==> config.mk <==
export PLATFORM = sky130hd
export DESIGN_NAME = down_counters
export DESIGN_NICKNAME = d
export VERILOG_FILES = /design/src/rtl/down_counters_pkg.sv /design/src/rtl/down_counters.sv
export SDC_FILE = /design/constraint.sdc
export NUM_CORES = 1
export LEC_CHECK = 0
export BUFFER_PORTS_ARGS = -buffer_cell sky130_fd_sc_hd__buf_2
export CORE_UTILIZATION = 47
export DETAILED_ROUTE_END_ITERATION = 8
export PLACE_DENSITY = 0.73
export SYNTH_ARGS = -nofsm -noshare
export SYNTH_HDL_FRONTEND = slang
export SYNTH_SLANG_ARGS = --single-unit
==> constraint.sdc <==
create_clock -name clk -period 2 [get_ports clk]
set_input_delay 0.1 -clock clk [delete_from_list [all_inputs] [get_ports clk]]
set_output_delay 0.1 -clock clk [all_outputs]
set_load 0.01 [all_outputs]
==> src/rtl/down_counters_pkg.sv <==
// Shared constants and state encoding for the loadable down counter/timer.
package down_counters_pkg;

  localparam int unsigned DEFAULT_N = 8;

  typedef enum logic [1:0] {
    IDLE = 2'd0,
    RUN  = 2'd1,
    DONE = 2'd2
  } state_t;

endpackage

==> src/rtl/down_counters.sv <==
// Loadable N-bit down counter/timer with terminal-count pulse and optional
// auto-reload; all outputs registered.
module down_counters
  import down_counters_pkg::*;
#(
  parameter int unsigned N = DEFAULT_N
) (
  input  logic         clk,
  input  logic         reset,
  input  logic         load,
  input  logic [N-1:0] load_value,
  input  logic         start,
  input  logic         stop,
  input  logic         auto_reload,
  output logic [N-1:0] Q,
  output logic         busy,
  output logic         done,
  output logic         tc
);

  localparam logic [N-1:0] ONE = {{(N-1){1'b0}}, 1'b1};

  state_t       r_state;
  logic [N-1:0] r_q;
  logic [N-1:0] r_reload;
  logic         r_busy;
  logic         r_done;
  logic         r_tc;

  // busy/done are updated alongside every state assignment so they stay
  // registered copies of the state decode.
  always_ff @(posedge clk) begin
    if (reset) begin
      r_state  <= IDLE;
      r_q      <= '0;
      r_reload <= '0;
      r_busy   <= 1'b0;
      r_done   <= 1'b0;
      r_tc     <= 1'b0;
    end else begin
      r_tc <= 1'b0;
      if (load) begin
        r_reload <= load_value;
        r_q      <= load_value;
        r_state  <= IDLE;
        r_busy   <= 1'b0;
        r_done   <= 1'b0;
      end else begin
        case (r_state)
          IDLE: begin
            if (start) begin
              if (r_q != '0) begin
                r_state <= RUN;
                r_busy  <= 1'b1;
                r_done  <= 1'b0;
              end else if (r_reload != '0) begin
                r_q     <= r_reload;
                r_state <= RUN;
                r_busy  <= 1'b1;
                r_done  <= 1'b0;
              end
            end
          end
          RUN: begin
            if (stop) begin
              r_state <= IDLE;
              r_busy  <= 1'b0;
              r_done  <= 1'b0;
            end else if (r_q > ONE) begin
              r_q <= r_q - ONE;
            end else if (r_q == ONE) begin
              r_q  <= '0;
              r_tc <= 1'b1;
              if (!auto_reload) begin
                r_state <= DONE;
                r_busy  <= 1'b0;
                r_done  <= 1'b1;
              end
            end else begin
              // Sitting at zero while running only happens in periodic mode.
              r_q <= r_reload;
            end
          end
          DONE: begin
            if (start && (r_reload != '0)) begin
              r_q     <= r_reload;
              r_state <= RUN;
              r_busy  <= 1'b1;
              r_done  <= 1'b0;
            end
          end
          default: begin
            r_state <= IDLE;
            r_busy  <= 1'b0;
            r_done  <= 1'b0;
          end
        endcase
      end
    end
  end

  assign Q    = r_q;
  assign busy = r_busy;
  assign done = r_done;
  assign tc   = r_tc;

endmodule

==> flow_summary.ini, run 1 <==
[global_route]
largest_net_degree_at_the_start_of_global_routing = 22
grt_antenna_before_repair = 0
first_global_vias = 1254
grt_first_pass_wirelength_um = 5660
grt_overflow_total = 0
globalRouteTotalUtil = 0.284

[worst_setup_path]
critical_path_arrival_ps = 2250
reg2reg_slack_ps = -60
critPathKind = reg2reg
end_kind = register
crit_path_start_kind = register
worst-path-max-fanout = 5
cp.required_ps = 2190

[sta]
finalMaxSlewViolations = 0
tightest_slew_ps = 474
max-slew-margin-rel = 0.684
report.final.setup_viol = 4
unrepaired_setup_endpoints_after_global_routing = yes
skew_ps = 8.94
timing.fmax_mhz = 486
tns_ps = -167
post-route-min-period_ps = 2060
report.final.hold_viol_count = 0
layout_worst_path_cycle_share = 1.03
worst_slack_ps = -59.3

[logic_synthesis]
synth_compound_area_frac = 0.268
post_synth_and_or_nand_nor_area_fraction = 0.258
async_reset_ff_frac = 0
synth_edf_count = 0
synth_cell_type_count = 43
syn-cell-area_um2 = 1150
multiplexer_fraction_of_the_synthesized_cell_area = 0.0349
synth_adder_area_share = 0.0218
post-synth-top-area-cell = dfxtp_1
sequential_share_of_the_synthesized_area = 0.349
post_synth_inst_count = 140
syn_nets = 156
synth_top_area_frac = 0.349
yosys_warnings = 0
total_of_flip_flops_plus_latches_after_synthesis = 20
combinational_family_with_the_most_area_after_synthesis = compound AO/OA/AOI/OAI gates
synth_ff_type = dfxtp_1
yosys-top-cells-area = dfxtp_1 35%, a211oi_1 4.6%, nor2_1 4.6%
syn_avg_cell_area_um2 = 8.20
yosys.area_share.xor_xnor = 0.0153

[layout]
layout.nets = 206
most_frequent_cells_in_the_layout = 24 x buf_2, 23 x buf_4, 16 x dfxtp_1, 14 x nor2_1, 9 x nand2_1
area_growth_pct = 44.2
most_frequent_standard_cell_in_the_layout_excluding_fill_and_tap_cells = buf_2
final_core_utilization = 0.734
diodes = 0
layout_cell_share_with_drive_strength_beyond_1 = 0.439
filler_cell_count = 185
finalNonFillerCells = 217

[cts]
worstSkewPairLatency_ps = 310
cts-buffers-inserted = 3
h_tree_depth = 1
cts_root_buffer = clkbuf_4
cts_tree = done
clk_pin_slew_worst_paths_ps = 130
numClockSinks = 20
cts_max_path_buffers = 2

[drt]
met3RoutedLength_um = 365
drc = 0
detail-route-antenna-nets = 0
routed-via-count = 1404
drt_pre_antenna_iters = 6
highest_layer = met4
dr_wl_met2_um = 1970
routed_wl_um = 3980
drt_first_iter_violations = 79
routedWlPerCell_um = 18.3
routedLengthMet1_um = 1530
routed_via_density = 6.47

[run_status]
outcome = finished with violations
violations_in_the_final_reports = negative setup slack

[floorplanning]
coreArea_um2 = 2250
core.rowCount = 17
chipHeight_um = 51.4
dieWidth_um = 51.4
top_level_ports = 25
start_util = 0.509
die_area_um2 = 2640

[place]
place.gp.congestion = 0.910
place_inst = 207
dp.final_hpwl_um = 2470
io_buffer_count = 24

[pwr]
leakage_uw = 0.000698
powerDensity_nw_per_um2 = 765
vdd_drop_max_mv = 0.596

[worst_hold_path]
min-delay-path-class = in2reg

[job]
max_cap_violations = 0
-- layer usage --
| metal | GRT usage | vias up |
|---|---|---|
| met1 | 0.346 | 655 |
| met5 | 0 | - |
| li1 | - | 632 |
| met2 | 0.476 | 101 |
| met3 | 0.0714 | 16 |
| met4 | 0.108 | 0 |
-- cells by family (layout without fill, tap and decap cells) --
logic type / Yosys count / after routing
adder cells (fa/ha/maj): 2 / 2
multiplexers: 4 / 4
AO/OA/AOI/OAI: 43 / 43
buffers and inverters: 14 / 63
XOR/XNOR: 2 / 2
AND/OR/NAND/NOR: 55 / 55
flip-flops: 20 / 20
-- layout make-up --
cell class	count	area, µm²	area share
Clock buffer	3	22.5	0.0136
Timing Repair Buffer	51	338	0.204
Inverter	8	30.0	0.0182
Multi-Input combinational cell	106	793	0.480
Sequential cell	20	405	0.245
Tap cell	28	35.0	0.0212
Clock inverter	1	30.0	0.0182
-- worst max-delay path, stage by stage (launching register included) --
cell and delay, ps:
dfxtp_2 350, buf_6 120, nor4_4 410, a311o_1 400
buf_4 170, inv_2 30, a222oi_1 330, a211oi_1 130
-- power breakdown --
| part | internal (µW) | total, µW | switching, µW |
|---|---|---|---|
| registers | 427 | 457 | 30.0 |
| clock network | 203 | 338 | 136 |
| logic | 221 | 470 | 249 |
-- what timing repair did --
item,CTS,global route
endpoints found under the setup margin,5,8
hold buffers,0,0
gates resized for setup,12,20
buffers inserted,0,6
pin swaps,2,15
-- worst paths after layout --
check / end / depth (start not counted) / from
worst max-delay path: Q[5] / 7 / Q[4]
worst min-delay path: tc / 2 / stop
worst max register to register: Q[5] / 7 / Q[4]
worst min register to register: r_reload[0] / 2 / r_reload[0]
-- flip-flops by register name, summed over array words and instances, names as in the netlist --
register and count:
Q 8, r_reload 8, r_state 2, done 1, tc 1
-- synthesized netlist by cell type (4+ instances only) --
master    number
nor2_1        14
nand2_1        9
nor3_1         7
inv_1          7
dfxtp_1       20
o211ai_1       4
clkbuf_1       4
a21oi_1        9
a211oi_1       7
nor4_1         4
mux2i_1        4
-- through the flow --
step	hold WS (ps)	area [µm²]	power, µW	setup WS (ps)
detailed placement	347	1430	826	-110
global route	27.0	1650	1320	-132
global placement	345	1430	814	-132
CTS	16.9	1520	1180	11.4
floorplan	177	1150	668	49.6
finish	21.2	1650	1270	-59.3
(Power assumes the default switching activity.)
==> run 2, diff against run 1 <==
CORE_UTILIZATION = 40   (was 47)
PLACE_DENSITY = not set   (was 0.73)
==> run 2 against run 1 <==
  * The run now ends clean
  * Clock power is 28% lower
  * Non-clock buffer count fell by 19
  * Routed wire length shrank 20%
  * Design area down 13%
  * Die area up 17%
  * Total power decreased by 16%
  * Critical path type unchanged
==> flow_summary.ini, run 2 (synthesis results as in run 1) <==
[run_status]
outcome = finished, final reports clean

[global_route]
largest_net_degree_at_the_start_of_global_routing = 22
grt_overflow_total = 0
first_global_vias = 1119
globalRouteTotalUtil = 0.203
grt_antenna_before_repair = 0
grt_first_pass_wirelength_um = 5000

[place]
io_buffer_count = 24
dp.final_hpwl_um = 2260
place_inst = 197
place.gp.congestion = 0.877
post-place-ws_ps = -74.2

[layout]
diodes = 0
most_frequent_cells_in_the_layout = 24 x buf_2, 18 x dfxtp_1, 14 x nor2_1, 9 x nand2_1, 9 x a21oi_1
multi_input_comb_area_um2 = 746
area_growth_pct = 25.2
final_core_utilization = 0.525
filler_cell_count = 281
layout.nets = 187
layout_cell_share_with_drive_strength_beyond_1 = 0.306
most_frequent_standard_cell_in_the_layout_excluding_fill_and_tap_cells = buf_2
regArea_um2 = 405
finalNonFillerCells = 201

[cts]
cts-buffers-inserted = 3
cts_tree = done
numClockSinks = 20
cts_root_buffer = clkbuf_4
h_tree_depth = 1
clk_pin_slew_worst_paths_ps = 120
worstSkewPairLatency_ps = 310
cts_max_path_buffers = 2

[worst_setup_path]
worst-path-max-fanout = 5
crit_path_start_kind = register
cp_cell_sequence = inv_2 > ha_4 > or3b_4 > o21ai_4 > a31oi_4 > buf_4 > nor2b_1 > a211oi_1
critical_path_arrival_ps = 2140
cpMaxStageDelayCell = or3b_4
critPathKind = reg2reg
crit_path_max_incr_delay_ps = 420
end_kind = register
cp.required_ps = 2230

[floorplanning]
start_util = 0.420
dieWidth_um = 55.6
die_area_um2 = 3090
top_level_ports = 25
coreArea_um2 = 2730
core.rowCount = 19
chipHeight_um = 55.6

[sta]
tightest_slew_ps = 450
layout_worst_path_cycle_share = 0.956
finalMaxSlewViolations = 0
worst_slack_ps = 88.0
skew_ps = 4.24
post-route-min-period_ps = 1910
max-slew-margin-rel = 0.696
timing.fmax_mhz = 523
report.final.hold_viol_count = 0
report.final.setup_viol = 0

[drt]
drt_pre_antenna_iters = 4
routedWlPerCell_um = 15.9
routed_wl_um = 3190
routed_via_density = 6.00
drt_first_iter_violations = 52
detail-route-antenna-nets = 0
routed-via-count = 1206
drc = 0

[pwr]
power.share.sequential = 0.439
share_clk_of_total_power = 0.229
powerDensity_nw_per_um2 = 736
power.switching_uw = 363
power.internal_uw = 694
vdd_drop_max_mv = 0.426
leakage_uw = 0.000584
p_comb_frac = 0.331
switching_share = 0.343

[job]
max_cap_violations = 0

[worst_hold_path]
min-delay-path-class = in2reg
run 2: cell type report:
type	count	share of cell area
multi-input combinational	106	0.519
sequential	20	0.282
timing repair buffer	32	0.125
tap	31	0.0270
clock buffer	4	0.0253
inverter	8	0.0209
run 2: power by group through the flow:
| stage | clock network, µW | logic (µW) | registers (µW) |
|---|---|---|---|
| after floorplan | 0 | 195 | 472 |
| after global placement | 0 | 309 | 469 |
| after detailed placement | 0 | 308 | 470 |
| after CTS | 252 | 318 | 463 |
| after global routing | 262 | 383 | 469 |
| final | 242 | 350 | 464 |
run 2: timing repair:
action | 4_1_cts | 5_1_grt
pin swaps | 0 | 4
endpoints found under the setup margin | 3 | 5
hold buffers | 0 | 0
setup buffers | 0 | 0
resized for setup | 6 | 11
run 2: layer usage:
layer  routed length [µm]  share of wire  GRT usage  vias up
met1                 1480           0.46      0.266      570
met2                 1520           0.48      0.330       38
met3                  135          0.042     0.0328        6
met4                   51          0.016     0.0857        0
li1                     -              -          -      592
met5                    0              0          0        -
run 2: critical path: cells and delay by family, from the launching register on:
family / cells / cell delay (ps)
AOI/OAI and AO/OA: 3 / 500
adders and majority gates: 1 / 150
buffers and inverters: 2 / 270
DFF: 1 / 360
and+or+nand+nor: 2 / 550
run 2: through the flow:
step,hold slack [ps],setup TNS (ps),power (µW),cell area [µm²]
4_1_cts,12.4,0,1030,1390
5_1_grt,18.7,-18.9,1110,1440
3_3_place_gp,344,-17.7,778,1340
2_1_floorplan,177,0,668,1150
6_report,18.4,0,1060,1440
3_5_place_dp,350,-75.6,778,1340
run 2: final timing paths:
check / slack (ps) / to / startpoint / depth (start not counted)
setup reg to reg: 90 / Q[5] / Q[1] / 8
setup / recovery: 90 / Q[5] / Q[1] / 8
hold reg to reg: 520 / r_reload[1] / r_reload[1] / 2
hold / removal: 20 / tc / stop / 2
